<file path="src/rtl/alu_issue_ctrl.sv">
`default_nettype none
// ============================================================================
// Module   : alu_issue_ctrl
// Purpose  : Sequential issue/writeback controller for the ALU. It takes
//            CR16-style instruction words over a valid/ready handshake and
//            decodes each one to the ALU opcode. It fetches operands from the
//            external register file, presents them to the ALU for one cycle,
//            then writes the result back and latches the flags into the PSR.
// Ports    : clk, rst_n                  - clock, async active-low reset
//            instr, instr_valid/ready    - instruction handshake
//            rf_raddr_a/b, rf_rdata_a/b  - register-file read ports
//            alu_opcode/rdest/rsrc       - ALU operands (valid in EXEC only)
//            alu_out, alu_flags          - ALU results
//            rf_we, rf_waddr, rf_wdata   - register-file write port
//            psr                         - status {C,L,F,Z,N}
//            illegal                     - pulse on undecodable word
// Revision : 1.0 - initial release
// ============================================================================
module alu_issue_ctrl #(
    parameter int DATA_W = 16,
    parameter int OPC_W  = 5,
    parameter int RA_W   = 4
) (
    input  logic              clk,
    input  logic              rst_n,
    input  logic [15:0]       instr,
    input  logic              instr_valid,
    output logic              instr_ready,
    output logic [RA_W-1:0]   rf_raddr_a,
    output logic [RA_W-1:0]   rf_raddr_b,
    input  logic [DATA_W-1:0] rf_rdata_a,
    input  logic [DATA_W-1:0] rf_rdata_b,
    output logic [OPC_W-1:0]  alu_opcode,
    output logic [DATA_W-1:0] alu_rdest,
    output logic [DATA_W-1:0] alu_rsrc,
    input  logic [DATA_W-1:0] alu_out,
    input  logic [4:0]        alu_flags,
    output logic              rf_we,
    output logic [RA_W-1:0]   rf_waddr,
    output logic [DATA_W-1:0] rf_wdata,
    output logic [4:0]        psr,
    output logic              illegal
);

    localparam logic [OPC_W-1:0] c_OPC_ADD    = 5'b00000;
    localparam logic [OPC_W-1:0] c_OPC_ADDI   = 5'b00001;
    localparam logic [OPC_W-1:0] c_OPC_ADDU   = 5'b00010;
    localparam logic [OPC_W-1:0] c_OPC_ADDUI  = 5'b00011;
    localparam logic [OPC_W-1:0] c_OPC_ADDC   = 5'b00100;
    localparam logic [OPC_W-1:0] c_OPC_ADDCU  = 5'b00101;
    localparam logic [OPC_W-1:0] c_OPC_ADDCUI = 5'b00110;
    localparam logic [OPC_W-1:0] c_OPC_ADDCI  = 5'b00111;
    localparam logic [OPC_W-1:0] c_OPC_SUB    = 5'b01000;
    localparam logic [OPC_W-1:0] c_OPC_SUBI   = 5'b01001;
    localparam logic [OPC_W-1:0] c_OPC_CMP    = 5'b01010;
    localparam logic [OPC_W-1:0] c_OPC_CMPI   = 5'b01011;
    localparam logic [OPC_W-1:0] c_OPC_CMPUI  = 5'b01100;
    localparam logic [OPC_W-1:0] c_OPC_AND    = 5'b01101;
    localparam logic [OPC_W-1:0] c_OPC_OR     = 5'b01110;
    localparam logic [OPC_W-1:0] c_OPC_XOR    = 5'b01111;
    localparam logic [OPC_W-1:0] c_OPC_NOT    = 5'b10000;
    localparam logic [OPC_W-1:0] c_OPC_LSH    = 5'b10001;
    localparam logic [OPC_W-1:0] c_OPC_LSHI   = 5'b10010;
    localparam logic [OPC_W-1:0] c_OPC_RSH    = 5'b10011;
    localparam logic [OPC_W-1:0] c_OPC_RSHI   = 5'b10100;
    localparam logic [OPC_W-1:0] c_OPC_ALSH   = 5'b10101;
    localparam logic [OPC_W-1:0] c_OPC_ARSH   = 5'b10110;
    localparam logic [OPC_W-1:0] c_OPC_NOP    = 5'b10111;

    // Second-operand source
    localparam logic [1:0] c_SEL_REG  = 2'd0;  // Rsrc register
    localparam logic [1:0] c_SEL_SEXT = 2'd1;  // sign-extended imm8
    localparam logic [1:0] c_SEL_ZEXT = 2'd2;  // zero-extended imm8
    localparam logic [1:0] c_SEL_IMM4 = 2'd3;  // zero-extended shift amount

    typedef enum logic [1:0] {
        S_IDLE   = 2'd0,
        S_DECODE = 2'd1,
        S_EXEC   = 2'd2,
        S_WB     = 2'd3
    } state_t;

    state_t             r_state;
    logic [15:0]        r_ir;
    logic               r_wr;       // instruction writes Rdest
    logic               r_upd;      // instruction updates psr
    logic [4:0]         r_flags;

    logic               w_legal;
    logic [OPC_W-1:0]   w_opc;
    logic [1:0]         w_sel;
    logic               w_wr;
    logic               w_upd;
    logic [DATA_W-1:0]  w_operand;

    // Read addresses come straight from the instruction register, so they
    // are stable for the whole DECODE cycle.
    assign rf_raddr_a = r_ir[11:8];
    assign rf_raddr_b = r_ir[3:0];

    always_comb begin
        w_legal = 1'b1;
        w_opc   = c_OPC_NOP;
        w_sel   = c_SEL_REG;
        w_wr    = 1'b1;
        w_upd   = 1'b1;
        case (r_ir[15:12])
            4'h0: begin
                case (r_ir[7:4])
                    4'h5: w_opc = c_OPC_ADD;
                    4'h6: w_opc = c_OPC_ADDU;
                    4'h7: w_opc = c_OPC_ADDC;
                    4'h4: w_opc = c_OPC_ADDCU;
                    4'h9: w_opc = c_OPC_SUB;
                    4'hB: begin w_opc = c_OPC_CMP; w_wr = 1'b0; end
                    4'h1: w_opc = c_OPC_AND;
                    4'h2: w_opc = c_OPC_OR;
                    4'h3: w_opc = c_OPC_XOR;
                    4'hF: w_opc = c_OPC_NOT;
                    4'h0: begin w_opc = c_OPC_NOP; w_wr = 1'b0; w_upd = 1'b0; end
                    default: w_legal = 1'b0;
                endcase
            end
            4'h5: begin w_opc = c_OPC_ADDI;   w_sel = c_SEL_SEXT; end
            4'h6: begin w_opc = c_OPC_ADDUI;  w_sel = c_SEL_ZEXT; end
            4'h7: begin w_opc = c_OPC_ADDCI;  w_sel = c_SEL_SEXT; end
            4'h4: begin w_opc = c_OPC_ADDCUI; w_sel = c_SEL_ZEXT; end
            4'h9: begin w_opc = c_OPC_SUBI;   w_sel = c_SEL_SEXT; end
            4'hB: begin w_opc = c_OPC_CMPI;   w_sel = c_SEL_SEXT; w_wr = 1'b0; end
            4'hC: begin w_opc = c_OPC_CMPUI;  w_sel = c_SEL_ZEXT; w_wr = 1'b0; end
            4'h8: begin
                case (r_ir[7:4])
                    4'h4: w_opc = c_OPC_LSH;
                    4'h6: w_opc = c_OPC_RSH;
                    4'h5: w_opc = c_OPC_ALSH;
                    4'h7: w_opc = c_OPC_ARSH;
                    4'h0: begin w_opc = c_OPC_LSHI; w_sel = c_SEL_IMM4; end
                    4'h1: begin w_opc = c_OPC_RSHI; w_sel = c_SEL_IMM4; end
                    default: w_legal = 1'b0;
                endcase
            end
            default: w_legal = 1'b0;
        endcase
    end

    always_comb begin
        case (w_sel)
            c_SEL_SEXT: w_operand = {{(DATA_W-8){r_ir[7]}}, r_ir[7:0]};
            c_SEL_ZEXT: w_operand = {{(DATA_W-8){1'b0}}, r_ir[7:0]};
            c_SEL_IMM4: w_operand = {{(DATA_W-4){1'b0}}, r_ir[3:0]};
            default:    w_operand = rf_rdata_b;
        endcase
    end

    always_ff @(posedge clk or negedge rst_n) begin
        if (!rst_n) begin
            r_state     <= S_IDLE;
            r_ir        <= '0;
            r_wr        <= 1'b0;
            r_upd       <= 1'b0;
            r_flags     <= '0;
            instr_ready <= 1'b0;
            alu_opcode  <= '0;
            alu_rdest   <= '0;
            alu_rsrc    <= '0;
            rf_we       <= 1'b0;
            rf_waddr    <= '0;
            rf_wdata    <= '0;
            psr         <= '0;
            illegal     <= 1'b0;
        end else begin
            // ALU inputs idle at NOP/0 except during EXEC; strobes are
            // single-cycle unless re-asserted below.
            rf_we      <= 1'b0;
            illegal    <= 1'b0;
            alu_opcode <= c_OPC_NOP;
            alu_rdest  <= '0;
            alu_rsrc   <= '0;
            case (r_state)
                S_IDLE: begin
                    if (instr_valid && instr_ready) begin
                        r_ir        <= instr;
                        instr_ready <= 1'b0;
                        r_state     <= S_DECODE;
                    end else begin
                        instr_ready <= 1'b1;
                    end
                end
                S_DECODE: begin
                    if (!w_legal) begin
                        illegal     <= 1'b1;
                        instr_ready <= 1'b1;
                        r_state     <= S_IDLE;
                    end else begin
                        // These registers hold the ALU inputs for all of EXEC
                        alu_opcode <= w_opc;
                        alu_rdest  <= rf_rdata_a;
                        alu_rsrc   <= w_operand;
                        r_wr       <= w_wr;
                        r_upd      <= w_upd;
                        r_state    <= S_EXEC;
                    end
                end
                S_EXEC: begin
                    rf_wdata <= alu_out;
                    rf_waddr <= r_ir[11:8];
                    rf_we    <= r_wr;
                    r_flags  <= alu_flags;
                    r_state  <= S_WB;
                end
                S_WB: begin
                    if (r_upd) begin
                        psr <= r_flags;
                    end
                    // Raised here so the next word is taken on the edge that
                    // returns to IDLE's successor: one word per four cycles.
                    instr_ready <= 1'b1;
                    r_state     <= S_IDLE;
                end
                default: r_state <= S_IDLE;
            endcase
        end
    end

endmodule
`default_nettype wire

</file>
<file path="config.mk">
export PLATFORM = sky130hd
export DESIGN_NAME = alu_issue_ctrl
export DESIGN_NICKNAME = d
export VERILOG_FILES = /design/src/rtl/alu_issue_ctrl.sv
export SDC_FILE = /design/constraint.sdc
export NUM_CORES = 1
export LEC_CHECK = 0
export CAP_MARGIN = 20
export CORE_MARGIN = 3
export CORE_UTILIZATION = 47
export CTS_CLUSTER_SIZE = 25
export DETAILED_ROUTE_END_ITERATION = 12
export GPL_TIMING_DRIVEN = 0
export PLACE_DENSITY = 0.85
export SYNTH_ARGS = -nofsm -noshare
export SYNTH_HDL_FRONTEND = slang
export SYNTH_SLANG_ARGS = --single-unit
</file>
<file path="constraint.sdc">
create_clock -name clk -period 3.7 [get_ports clk]
set_clock_uncertainty 0.15 [all_clocks]
set_input_delay 0.74 -clock clk [delete_from_list [all_inputs] [get_ports clk]]
set_output_delay 0.74 -clock clk [all_outputs]
set_load 0.005 [all_outputs]
</file>
# Word level (Yosys, flattened, before mapping)
# Cells that the tools add are included.
[op_classes] n_mux=28 n_reduce_logical=17 eq_ne=26
[ops] cell="$mux 16" n=4
[ops] cell="$pmux 5 s10" n=1
[ops] cell="$pmux 16 s3" n=1
[ops] cell="$pmux 5 s9" n=1
[ops] cell="$eq 4x3->1 const B" n=8
[ops] cell="$eq 4x4->1 const B" n=7
[ops] cell="$pmux 3 s6" n=1
[ops] cell="$reduce_or 11->1" n=1
[ops] cell="$mux 1" n=10
[ops] cell="$mux 5" n=2
[ops] cell="$eq 2x2->1 const B" n=4
[ops] cell="$eq 4x2->1 const B" n=2
[ops] cell="$logic_not 4->1" n=2
[ops] cell="$pmux 2 s4" n=1
[ops] cell="$reduce_and 2->1" n=4
[ops] cell="$reduce_or 7->1" n=1
[ops] cell="$mux 2" n=3
[ops] cell="$pmux 1 s3" n=2
[ops] cell="$pmux 2 s3" n=1
[ops] cell="$reduce_or 2->1" n=3
[ops] cell="$reduce_or 6->1" n=1
[ops] cell="$eq 2x1->1 const B" n=2
[ops] cell="$eq 4x1->1 const B" n=1
[ops] cell="$ne 2x2->1 const B" n=2
[ops] cell="6 further kinds" n=6
[word_totals] reg_bits=90 wordCells=85

# Logic depth before layout (Yosys ltp)
# Gate-level depths: netlist of the first run.
[depth] depth_word=8 mapped_depth=7 depth_no_buf=5

# Worst setup path before layout of the first run
# Ideal clock, no wire load.
[synth_path] path_kind="input to register" startpoint="input port instr_valid" endpoint="register r_ir[0]" required_ns=3.425 stages=4 path_buffers=1 arrival_time_ns=1.837 setup_time_ns=0.125 slack_ns=1.588 cell_sequence="nand2_1 -> nor3_2 -> buf_2 -> mux2_2"
[synth_via] elab_chain_cells=2
[synth_rtl] element="start: declaration" line="27" source="input logic instr_valid,"
[synth_rtl] element="$logic_and 1x1->1" line="181" source="if (instr_valid && instr_ready) begin"
[synth_rtl] element="$reduce_and 2->1 (no line)"
[synth_rtl] element="end signal: assignment" line="182" source="r_ir <= instr;"
[synth_rtl] element="end: declaration" line="84" source="logic [15:0] r_ir;"
# No other way between the ends.
# A chain may end at the register's enable or synchronous reset.

# Worst setup path in the final report of the first run
[layout_path] startpoint="input port instr_valid" endpoint="register r_ir[3]"
# Same word-level chain as after synthesis.

==> results of run 1 <==
==> power by group through the flow <==
stage / logic (mW) / registers [mW] / clock network [mW]
after detailed placement: 2.22 / 1.60 / 0
after global placement: 2.17 / 1.58 / 0
after floorplan: 1.19 / 1.60 / 0
after CTS: 2.23 / 1.58 / 0.564
final: 2.22 / 1.58 / 0.548
after global routing: 2.41 / 1.63 / 0.606
==> area by class of cell <==
type | instances | area (µm²)
sequential | 90 | 2252
buffer | 27 | 160.2
clock inverter | 4 | 22.52
inverter | 5 | 18.77
tap | 99 | 123.9
timing repair buffer | 145 | 1466
multi-input combinational | 176 | 1331
fill | 549 | 2026
clock buffer | 9 | 123.9
==> layer usage <==
metal / wire (µm) / global-route usage
met1: 3491 / 0.2447
met5: 0 / 0
met3: 754 / 0.05051
met4: 190 / 0.07938
met2: 4628 / 0.3586
==> cells by family (layout without fill, tap and decap cells) <==
family / after synthesis / in the layout / share of synthesized area
AO/OA/AOI/OAI: 51 / 51 / 0.09445
buffers and inverters: 32 / 190 / 0.04756
multiplexers: 47 / 47 / 0.1403
AND/OR/NAND/NOR: 78 / 78 / 0.1191
flip-flops: 90 / 90 / 0.5986
==> cell usage after synthesis, types with 2 or more instances <==
| cell | n | area share |
|---|---|---|
| a21oi_1 | 11 | 0.015 |
| a21oi_4 | 2 | 0.0086 |
| a22oi_1 | 4 | 0.0080 |
| and2_1 | 19 | 0.032 |
| and3_1 | 2 | 0.0033 |
| buf_2 | 8 | 0.011 |
| buf_4 | 9 | 0.018 |
| buf_6 | 2 | 0.0060 |
| clkbuf_1 | 7 | 0.0070 |
| dfrtp_1 | 90 | 0.60 |
| inv_1 | 5 | 0.0050 |
| mux2_2 | 46 | 0.14 |
| nand2_1 | 16 | 0.016 |
| nand2b_1 | 3 | 0.0050 |
| nand3b_1 | 2 | 0.0040 |
| nor2_1 | 13 | 0.013 |
| nor2b_1 | 6 | 0.010 |
| nor3_1 | 3 | 0.0040 |
| nor4_1 | 2 | 0.0033 |
| o21a_1 | 8 | 0.016 |
| o21ai_0 | 11 | 0.015 |
| or2_2 | 2 | 0.0033 |
==> through the flow <==
stage	utilization	std cells	cell area [µm²]
after floorplan	-	298	3762
after global placement	0.7080	541	5328
after detailed placement	0.7113	542	5353
after CTS	0.7308	555	5499
after global routing	0.7308	555	5499
final	0.7308	555	5499
==> worst max-delay path, delay by kind of cell <==
family                 cells  cell delay [ns]
muxes                      1             0.37
and+or+nand+nor            2             0.71
buffers and inverters      2             0.87
==> sequential cells by signal (all words and copies together) (netlist names), named ones only <==
register,cells
r_upd,1
r_wr,1
alu_rsrc,16
rf_waddr,4
r_flags,5
r_ir,16
rf_we,1
alu_rdest,16
psr,5
r_state,1
instr_ready,1
alu_opcode,5
illegal,1
rf_wdata,16
==> worst min path at each step <==
stage | slack (ns) | cells past startpoint | start | endpoint
finish | 0.19 | 1 | rst_n | r_ir[1]
global route | 0.22 | 1 | rst_n | r_ir[1]
CTS | 0.20 | 1 | rst_n | r_ir[1]
detailed placement | 0.33 | 1 | r_wr | rf_we
global placement | 0.31 | 1 | r_wr | rf_we
floorplan | 0.29 | 0 | rst_n | async pin
==> results.md, run 1 <==
- Outcome: finished, final reports clean
- Post-synth net total: 370
- Final setup viols: 0
- Max-Cap Viols: 0
- Slowest CP cell: nor3_2
- Pwr dens: 791.1 mW/mm²
- Hold Path Class: in2async
- RSZ-0062 raised after global routing: no
- Global route overflow: 0
- Critical Path Max Stage Delay: 0.65 ns
- Place WS: 0.7184 ns
- Syn Area/Cell: 12.63 µm²
- Tot Pwr: 4.350 mW
- Skew-Pair Late Insertion Delay: 0.35 ns
- Layout cells sized above 1: 0.1952
- CTS Hold Bufs: 0
- Leak: 2.368 nW
- Top_reg_cell synth: dfrtp_1
- Critical path cell sequence: clkdlybuf4s50_1 -> nand2_1 -> nor3_2 -> buf_2 -> mux2_2
- WL/cell: 16.33 µm
- P&R area growth vs syn: 46.16%
- Clock Power Share: 0.126
- Worst vdd ir: 0.4083 mV
- H-tree depth: 3
- Die span in y: 95.47 µm
- Routability cong.: 0.8530
- Slew HR: 0.4241
- Final nets: 526
- Vias in the first global route: 2904
- Post-Syn Instances: 298
- CTS Buf Count: 9
- Post_cts resized: 0
- DR pass1 iterations: 4
- Internal power: 2.874 mW
- Worst setup endpoint: r_ir[3]
- Postcts setup bufs: 0
- Detailed-placement wirelength estimate: 6894 µm
- Cell row count: 31
- Vias per cell: 5.178
- Hold_ws: 0.1944 ns
- Fmax achieved: 0.3812 GHz
- Crit path launch type: primary input
- CTS sink cnt: 90
- I/O pins: 145
- CTS max path bufs: 2
- Largest net degree at the start of global routing: 55
- Data required, critical path: 3.78 ns
- Net Switching: 1.476 mW
- Final ANT Viol Nets: 0
- GRT Util Overall: 0.2056
- Count of flip-flops with a built-in enable after synthesis: 0
- Most common cell after layout, fill and taps aside: clkdlybuf4s50_1
- IO Port Bufs: 144
- Die width: 95.47 µm
- Overall via count from detail_route: 2874
- Post-synthesis async set-or-reset flop share: 1.000
- Post-route DRC: 0
- ANT cells: 0
- First-pass GRT wire length: 14260 µm
- Worst path arrival time: 2.70 ns
- Most frequent cells in the layout: clkdlybuf4s50_1 (143), dfrtp_1 (90), mux2_2 (46), and2_1 (19), nand2_1 (16)
- Post-synth cell types: 49
- Sequential Power Share: 0.364
- Setup WS post-layout: 1.077 ns
- Final period utilization: 0.7089
- FF-to-FF path depth: 3
- Sw Ratio: 0.3394
- WS Path Type: in2reg
- Drt initial violations: 186
- Number of antenna violations at the first check in global routing: 0
- Fin. Hold Viols: 0
- Share of the yosys chip area belonging to registers: 0.5986
- Measured slew at the worst slew-check pin: 0.8592 ns
- Register-to-register setup slack: 1.50 ns
- Combinational Power Share: 0.510
- Post-Route WL: 9065 µm
- Root Buffer: clkbuf_8
- Crit end category: flop
- CTS tree: done
- Setup TNS after final layout: 0 ns
- CORE AREA: 0.007525 mm²
- R2r endpoint: r_ir[3]
- Post-Syn Area: 0.003762 mm²
- Max-slew violation count: 0
- Yosys Warn Count: 0
- Initial Util: 0.5000
- Clock slew at reported path FFs: 0.09 ns
- Max FO, Critical Path: 10
- Crit path from: instr_valid
- Die footprint: 0.009115 mm²
- Yosys reg bits: 90
- Min Tclk post-route: 2.623 ns
Power figures use the tool's default switching activity.
==> run 2: changes to the inputs <==
--- a/config.mk
+++ b/config.mk
@@ -7,11 +7,11 @@
 export LEC_CHECK = 0
 export CAP_MARGIN = 20
 export CORE_MARGIN = 3
-export CORE_UTILIZATION = 47
+export CORE_UTILIZATION = 40
 export CTS_CLUSTER_SIZE = 25
 export DETAILED_ROUTE_END_ITERATION = 12
 export GPL_TIMING_DRIVEN = 0
-export PLACE_DENSITY = 0.85
+export PLACE_DENSITY = 0.77
 export SYNTH_ARGS = -nofsm -noshare
 export SYNTH_HDL_FRONTEND = slang
 export SYNTH_SLANG_ARGS = --single-unit
==> constraint.sdc (replaced) <==
create_clock -name clk -period 2.3 [get_ports clk]
set_clock_uncertainty 0.15 [all_clocks]
set_input_delay 0.46 -clock clk [delete_from_list [all_inputs] [get_ports clk]]
set_output_delay 0.46 -clock clk [all_outputs]
set_load 0.005 [all_outputs]
==> run 2 against run 1 <==
Net effect: core utilization down 10 points; hold slack better by 0.15 ns; sequential cell count unchanged; routed wire length down 1.0%; final cell count up 2.3%; register-to-register slack worse by 1.2 ns; sequential share of layout area down 0.68 points; clock power up 110%; setup slack worse by 0.93 ns; critical path depth unchanged; die area up 16%; global-route usage down 2.9 points; highest routed layer unchanged.
==> results.md, run 2 (synthesis results as in run 1) <==
- Number of antenna violations at the first check in global routing: 0 (unchanged)
- CTS sink cnt: 90 (unchanged)
- Postcts setup bufs: 0 (unchanged)
- CORE AREA: 0.008934 mm² (+19%)
- Worst path arrival time: 2.24 ns (-0.46 ns)
- Vias per cell: 4.989 (-3.6%)
- Final nets: 527 (+0.19%)
- WL/cell: 15.79 µm (-3.3%)
- DR pass1 iterations: 4 (unchanged)
- Clock slew at reported path FFs: 0.08 ns (about the same)
- Final ANT Viol Nets: 0 (unchanged)
- Final setup viols: 0 (unchanged)
- I/O pins: 145 (unchanged)
- Most common cell after layout, fill and taps aside: clkdlybuf4s50_1
- Min Tclk post-route: 2.157 ns
- Max-slew violation count: 0 (unchanged)
- Die width: 103.0 µm (+7.9%)
- Layout cells sized above 1: 0.1935 (-0.001697)
- Most frequent cells in the layout: clkdlybuf4s50_1 (143), dfrtp_1 (90), mux2_2 (46), and2_1 (19), nand2_1 (16)
- Worst vdd ir: 0.6286 mV (+54%)
- Die footprint: 0.01061 mm² (+16%)
- Drt initial violations: 64 (-66%)
- ANT cells: 0 (unchanged)
- Placed Area: 0.005364 mm² (+0.21%)
- Final period utilization: 0.9379
- Die span in y: 103.0 µm (+7.9%)
- Data required, critical path: 2.38 ns (-1.40 ns)
- Outcome: finished, final reports clean
- Measured slew at the worst slew-check pin: 0.5971 ns (-0.2621 ns)
- Post-Route WL: 8970 µm (-1.0%)
- Overall via count from detail_route: 2834 (-1.4%)
- Slew HR: 0.6007 (+0.1766)
- Final instance area: 0.005592 mm² (+1.7%)
- Sw Ratio: 0.3281 (-0.01125)
- IO Port Bufs: 144 (unchanged)
- Crit path launch type: primary input
- Placed cells: 551 (+1.7%)
- Global route overflow: 0 (unchanged)
- Vias in the first global route: 2923 (+0.65%)
- Routability cong.: 0.8982 (+5.3%)
- First-pass GRT wire length: 14290 µm (+0.24%)
- CTS max path bufs: 2 (unchanged)
- Max-Cap Viols: 0 (unchanged)
- P&R area growth vs syn: 48.62%
- Cell row count: 34 (+9.7%)
- Fmax achieved: 0.4636 GHz
- RSZ-0062 raised after global routing: no
- Max FO, Critical Path: 10 (unchanged)
- Combinational Power Share: 0.491 (-0.019)
- Net Switching: 2.379 mW (+61%)
- CTS tree: done
- H-tree depth: 3 (unchanged)
- Largest net degree at the start of global routing: 66 (+20%)
- Hold Path Class: reg2reg
- Skew-Pair Late Insertion Delay: 0.35 ns (about the same)
- Clock Power Share: 0.159 (+0.033)
- Fin cells: 568 (+2.3%)
- Detailed-placement wirelength estimate: 6792 µm (-1.5%)
- Pwr dens: 1297 mW/mm² (+64%)
- GRT Util Overall: 0.1762 (-0.02943)
- Internal power: 4.872 mW (+70%)
- Initial Util: 0.4211 (-0.07885)
- Leak: 2.396 nW (+1.2%)
- Post-route DRC: 0 (unchanged)
- WS Path Type: in2reg
- CTS Buf Count: 9 (unchanged)
- Root Buffer: clkbuf_8
- Crit end category: flop
- Fin. Hold Viols: 0 (unchanged)
- Sequential Power Share: 0.350 (-0.014)
[run 2: power by group through the flow]
stage	registers [mW]	logic [mW]	clock network (mW)
final	2.54	3.56	1.15
after global routing	2.62	3.90	1.26
after CTS	2.55	3.60	1.18
after detailed placement	2.58	3.58	0
after global placement	2.54	3.53	0
after floorplan	2.58	1.92	0
[run 2: routing by layer]
layer  wire length, µm  part of all wire  GRT usage  vias to the layer above
met1              3659              0.41     0.2210                     1380
met4               154             0.017    0.06474                        0
li1                  -                 -          -                     1335
met3               712             0.079    0.04939                       11
met5                 0                 0          0                        -
met2              4445              0.50     0.2911                      108
[run 2: timing repair]
item | 4_1_cts | 5_1_grt
resized for setup | 1 | 0
setup endpoints to repair | 6 | 0
endpoints found under the hold margin | 25 | 0
hold buffers | 1 | 0
[run 2: metrics by stage]
step	total power [mW]	hold WS, ns	setup slack (ns)	utilization	setup TNS, ns
final	7.251	0.3435	0.1429	0.6259	0
after global routing	7.787	0.3780	0.09159	0.6259	0
after CTS	7.329	0.3482	0.1419	0.6259	0
after detailed placement	6.157	0.2479	-0.4775	0.6004	-4.274
after global placement	6.071	0.3093	-2.599	0.5976	-237.74
after floorplan	4.494	0.01441	0.4685	-	0
[run 2: area by class of cell]
| type | instances | area [µm²] |
|---|---|---|
| plain buffers | 27 | 160.2 |
| clock buffers | 12 | 135.1 |
| clock inverters | 4 | 76.32 |
| fillers | 747 | 3342 |
| inverters | 5 | 18.77 |
| multi-input cells | 176 | 1338 |
| flip-flops and latches | 90 | 2252 |
| well taps | 108 | 135.1 |
| repair buffers | 146 | 1476 |
[run 2: path summary, 6_finish.rpt]
| kind | startpoint | end | slack, ns | depth (start not counted) |
|---|---|---|---|---|
| max in group asynchronous | rst_n | psr[0] | 0.97 | 3 |
| worst max register to register | flop | r_ir[2] | 0.27 | 3 |
| worst min register to register | r_wr | rf_we | 0.34 | 1 |
| worst min-delay path | r_wr | rf_we | 0.34 | 1 |
| min in group asynchronous | rst_n | r_ir[5] | 0.42 | 2 |
| worst max-delay path | instr_valid | r_ir[2] | 0.14 | 5 |
[run 2: critical path, cell delays in order]
cell,delay (ns)
clkdlybuf4s50_1,0.46
nand2_1,0.08
nor3_4,0.48
buf_2,0.39
mux2_2,0.37
==> patch 1 (config.mk and constraints of run 2) <==
Make the reset (`rst_n`) synchronous in one clocked block. Comments in the files are not updated.
--- a/src/rtl/alu_issue_ctrl.sv
+++ b/src/rtl/alu_issue_ctrl.sv
@@ -152,7 +152,7 @@
         endcase
     end
 
-    always_ff @(posedge clk or negedge rst_n) begin
+    always_ff @(posedge clk) begin
         if (!rst_n) begin
             r_state     <= S_IDLE;
             r_ir        <= '0;
Formal check against the unedited RTL: differs if rst_n is asserted again (counterexample within 4 cycles, from zero or initial values and one cycle with rst_n low); with rst_n held inactive, the same outputs for 10 cycles.
==> patch 1 against run 2 <==
  * Sequential cell count unchanged
  * Synthesized cell count increased by 45%
  * Wire length increased by 11%
  * Worst setup slack improved by 37 ps
  * Synthesized area decreased by 4.3%
  * Design area decreased by 3.2%
  * Critical path type is now flip-flop to flip-flop
Power is not compared: it rests on default switching activity, and its combinational part moved more than twofold at a synthesized area within 25%.
==> patch 1: results (changes against run 2) <==
## Routing
• 5171 um — total length of routed met2 wires, +16%
• 3989 um — post-route met1 wirelength, +9.0%
• 9937 um — total wirelength of the detailed-routed design, +11%
• 179 — number of DRC markers after the initial detailed-route iteration, +180%
• 3462 — routed vias, +22%
• 14.28 um — DR WL/cell, -9.6%

## Final layout
• 658 — number of nets in the layout, +25%
• 6.937% — ratio of cells with drive above 1 in the final layout, -12 points

## Worst setup path
• 180 ps — Worst R2R Setup Slack, -90 ps
• alu_rdest[7] — worst reg2reg path endpoint
• 7 — length in cells of the worst reg-to-reg path, +4
• 2280 ps — worst endpoint data arrival time, +40 ps
• simple AND/OR/NAND/NOR gates — kind of cell adding the most delay to the critical path
• sky130_fd_sc_hd__nor3_2 — Worst path slowest cell

## Logic synthesis
• 0% — share of flip-flops with an asynchronous set or reset, -100 points
• 41 — number of library cell types mapped by synthesis, -16%
• 95 x sky130_fd_sc_hd__nand2_1, 90 x sky130_fd_sc_hd__dfxtp_1, 54 x sky130_fd_sc_hd__a21oi_1, 26 x sky130_fd_sc_hd__nor2_1, 25 x sky130_fd_sc_hd__clkbuf_1 — ranking of synthesized cells by instance count
• 503 — post-synth net total, +36%
• 431 — instance count of the mapped netlist, +45%

## Placement
• 7560 um — estimated wirelength of the detail-placed design, +11%
• 5175 um2 — standard cell area after detailed placement, -3.5%

## Outcome
• finished, final reports clean — status

## Global route
• 19.65% — total track usage, +2.0 points
• 4.291% — global routing usage on met3, -0.65 points
• 3347 — number of global-route vias before repair, +15%
• 23.31% — met1 GRT Util, +1.2 points

## Floorplanning
• 10180 um2 — die footprint, -4.0%

## Hold path
• r_flags[3] — startpoint of the most critical hold path
• r_flags[3] — hold-critical path endpoint

## STA
• 309.4 ps — Hold Worst Slack, -34.12 ps
• 92.19% — final critical-path share of the clock period, -1.6 points
• 580.8 ps — slew at the pin with the worst max-slew slack, -16.30 ps

## patch 1: report_power, final
part           internal (uW)  switching [uW]  leakage, uW
sequential              1680            62.9     0.000730
clock                    630             578     0.000113
combinational            498             504      0.00119
total                   2810            1150      0.00203
## patch 1: logic make-up after synthesis
family,after synthesis,share of synthesized area [%]
buffers and inverters,44,6.113
AOI/OAI and AO/OA,99,15.77
xor gates and xnor gates,1,0.2432
DFF,90,50.02
and+or+nand+nor,186,24.80
muxes,11,3.057
## patch 1: final cells by class
cell class	count	area, um2	share of cell area (%)
tap	105	131.4	2.427
sequential	90	1802	33.28
inverter	5	18.77	0.3467
clock inverter	6	97.59	1.803
multi-input combinational	297	1594	29.44
clock buffer	10	127.6	2.357
timing repair buffer	144	1441	26.62
buffer	39	201.4	3.721
## patch 1: timing repair
item,in CTS,in global routing
endpoints found under the setup margin,8,3
gates resized for setup,1,2
cloned,0,0
==> patch 2 (settings of run 2) <==
Made on the original files. Set the parameter `DATA_W` to 32 (it was 16).
--- a/src/rtl/alu_issue_ctrl.sv
+++ b/src/rtl/alu_issue_ctrl.sv
@@ -17,7 +17,7 @@
 // Revision : 1.0 - initial release
 // ============================================================================
 module alu_issue_ctrl #(
-    parameter int DATA_W = 16,
+    parameter int DATA_W = 32,
     parameter int OPC_W  = 5,
     parameter int RA_W   = 4
 ) (
Interface: changed (6 resized); port bits go from 145 to 241. The function was not compared with the original's and may differ.
==> patch 2 against run 2 <==
  * Total power grew 54%
  * Non-clock buffer count grew 108
  * First-iteration DRC count grew to 5.2 times the old value
  * Hold slack lost 20 ps
  * Sequential power grew 51%
  * Clock power grew 120%
  * Design area grew 54%
  * Synthesized area grew 44%
  * Cell count grew 64%
  * Worst setup slack gained 1.2 ps
  * Sequential cell count grew 48
  * Wire length grew 63%
  * Critical path type unchanged
  * Largest cell class unchanged
==> patch 2: results (changes against run 2) <==
## Worst setup path
• sky130_fd_sc_hd__clkdlybuf4s50_1 — Worst path slowest cell
• 170 ps — Worst R2R Setup Slack, -100 ps
• 7 — length in cells of the worst reg-to-reg path, +4
• r_ir[8] — worst setup path end
• alu_rsrc[19] — worst reg2reg path endpoint

## Hold path
• rf_wdata[23] — startpoint of the most critical hold path
• rf_wdata[23] — hold-critical path endpoint

## Final layout
• 867 — number of nets in the layout, +65%
• 66.67% — final standard cell utilization of the core, +4.1 points
• 10.14% — ratio of cells with drive above 1 in the final layout, -9.2 points
• 931 — final std cells w/o fill, +64%

## Pwr
• 11180 uW — total power, +54%
• 0.003933 uW — static leakage power, +64%

## Placement
• 240 — quantity of I/O buffers inserted on ports, +67%
• 8059 um2 — standard cell area after detailed placement, +50%
• 10850 um — estimated wirelength of the detail-placed design, +60%
• 0.8578 — last weighted congestion value of the routability-driven placer, -4.5%
• 899 — count of placed standard cells including taps, +63%
• -587.9 ps — Setup Slack @ Placement, -110.4 ps

## Logic synthesis
• 138 x sky130_fd_sc_hd__dfrtp_1, 132 x sky130_fd_sc_hd__nand2_1, 35 x sky130_fd_sc_hd__and2_1, 24 x sky130_fd_sc_hd__o21a_1, 21 x sky130_fd_sc_hd__mux2_2 — ranking of synthesized cells by instance count
• sky130_fd_sc_hd__dfrtp_1 64%, sky130_fd_sc_hd__nand2_1 9.2%, sky130_fd_sc_hd__mux2_2 4.4%, sky130_fd_sc_hd__and2_1 4.0%, sky130_fd_sc_hd__o21a_1 3.3% — Area contributors post-synth
• 606 — post-synth net total, +64%
• 63.80% — sequential share of the synthesized area, +3.9 points
• 11.14 um2 — average cell area after synthesis, -12%

## STA
• 323.6 ps — Hold Worst Slack, -19.92 ps
• 2156 ps — Period minus WS final, -1.233 ps
• 61.73% — Max-slew headroom, +1.7 points

## CTS
• sky130_fd_sc_hd__clkbuf_16 — Root Driver
• 17 — Inserted Clock Buffers, +8
• 4 — number of levels the H-tree was split into, +1
• 60 ps — Clock Pin Slew Worst Setup and Hold Paths, -20 ps

## Outcome
• finished, final reports clean — status

## Global route
• 23030 um — wire length of the first global-routing pass, +61%
• 93 — pin count of the biggest net entering global routing, +41%
• 4586 — number of global-route vias before repair, +57%

## Routing
• 334 — number of DRC markers after the initial detailed-route iteration, +420%
• 4.784 — Via-to-Cell Ratio, -4.1%

==> patch 2: changes by cell type in the layout (fill, tap and decap cells not counted), moves of 17 or more <==
cell,delta
sky130_fd_sc_hd__dfrtp_1,+48
sky130_fd_sc_hd__mux2_2,-25
sky130_fd_sc_hd__nand2_1,+116
sky130_fd_sc_hd__clkbuf_16,+17
sky130_fd_sc_hd__clkdlybuf4s50_1,+96
==> patch 2: worst max-delay path, delay by kind of cell <==
family	cells	cell delay, ps
buffers and inverters	2	900
and+or+nand+nor	2	550
muxes	1	390
==> patch 2: layout make-up <==
cell class / instances / area share [%]
plain buffers: 39 / 2.541
well taps: 172 / 2.497
flip-flops and latches: 138 / 40.07
inverters: 5 / 0.2178
clock buffers: 24 / 5.473
repair buffers: 242 / 28.32
multi-input cells: 304 / 20.08
clock inverters: 7 / 0.7985
==> patch 2: routing by layer <==
metal / GRT usage, % / wire [um] / vias up
li1: - / - / 2092
met1: 22.90 / 5586 / 2103
met2: 32.12 / 6925 / 233
met3: 9.770 / 1797 / 26
met4: 8.677 / 347 / 0
met5: 0 / 0 / -
==> patch 2: kinds of logic after synthesis <==
logic type / synth area share (%)
and+or+nand+nor: 18.42
muxes: 5.294
AOI/OAI and AO/OA: 8.137
DFF: 63.80
buffers and inverters: 4.346
==> patch 2: timing repair <==
item | 4_1_cts | 5_1_grt
pin swaps | 0 | 0
endpoints found under the setup margin | 7 | 20
resized for setup | 1 | 4
hold buffers | 1 | 0
cloned | 0 | 0
hold endpoints to repair | 46 | 0
==> patch 2: power breakdown <==
part	total (uW)	switching, uW	internal, uW
sequential	3840	473	3360
clock	2480	953	1530
combinational	4850	2200	2650
total	11200	3630	7550
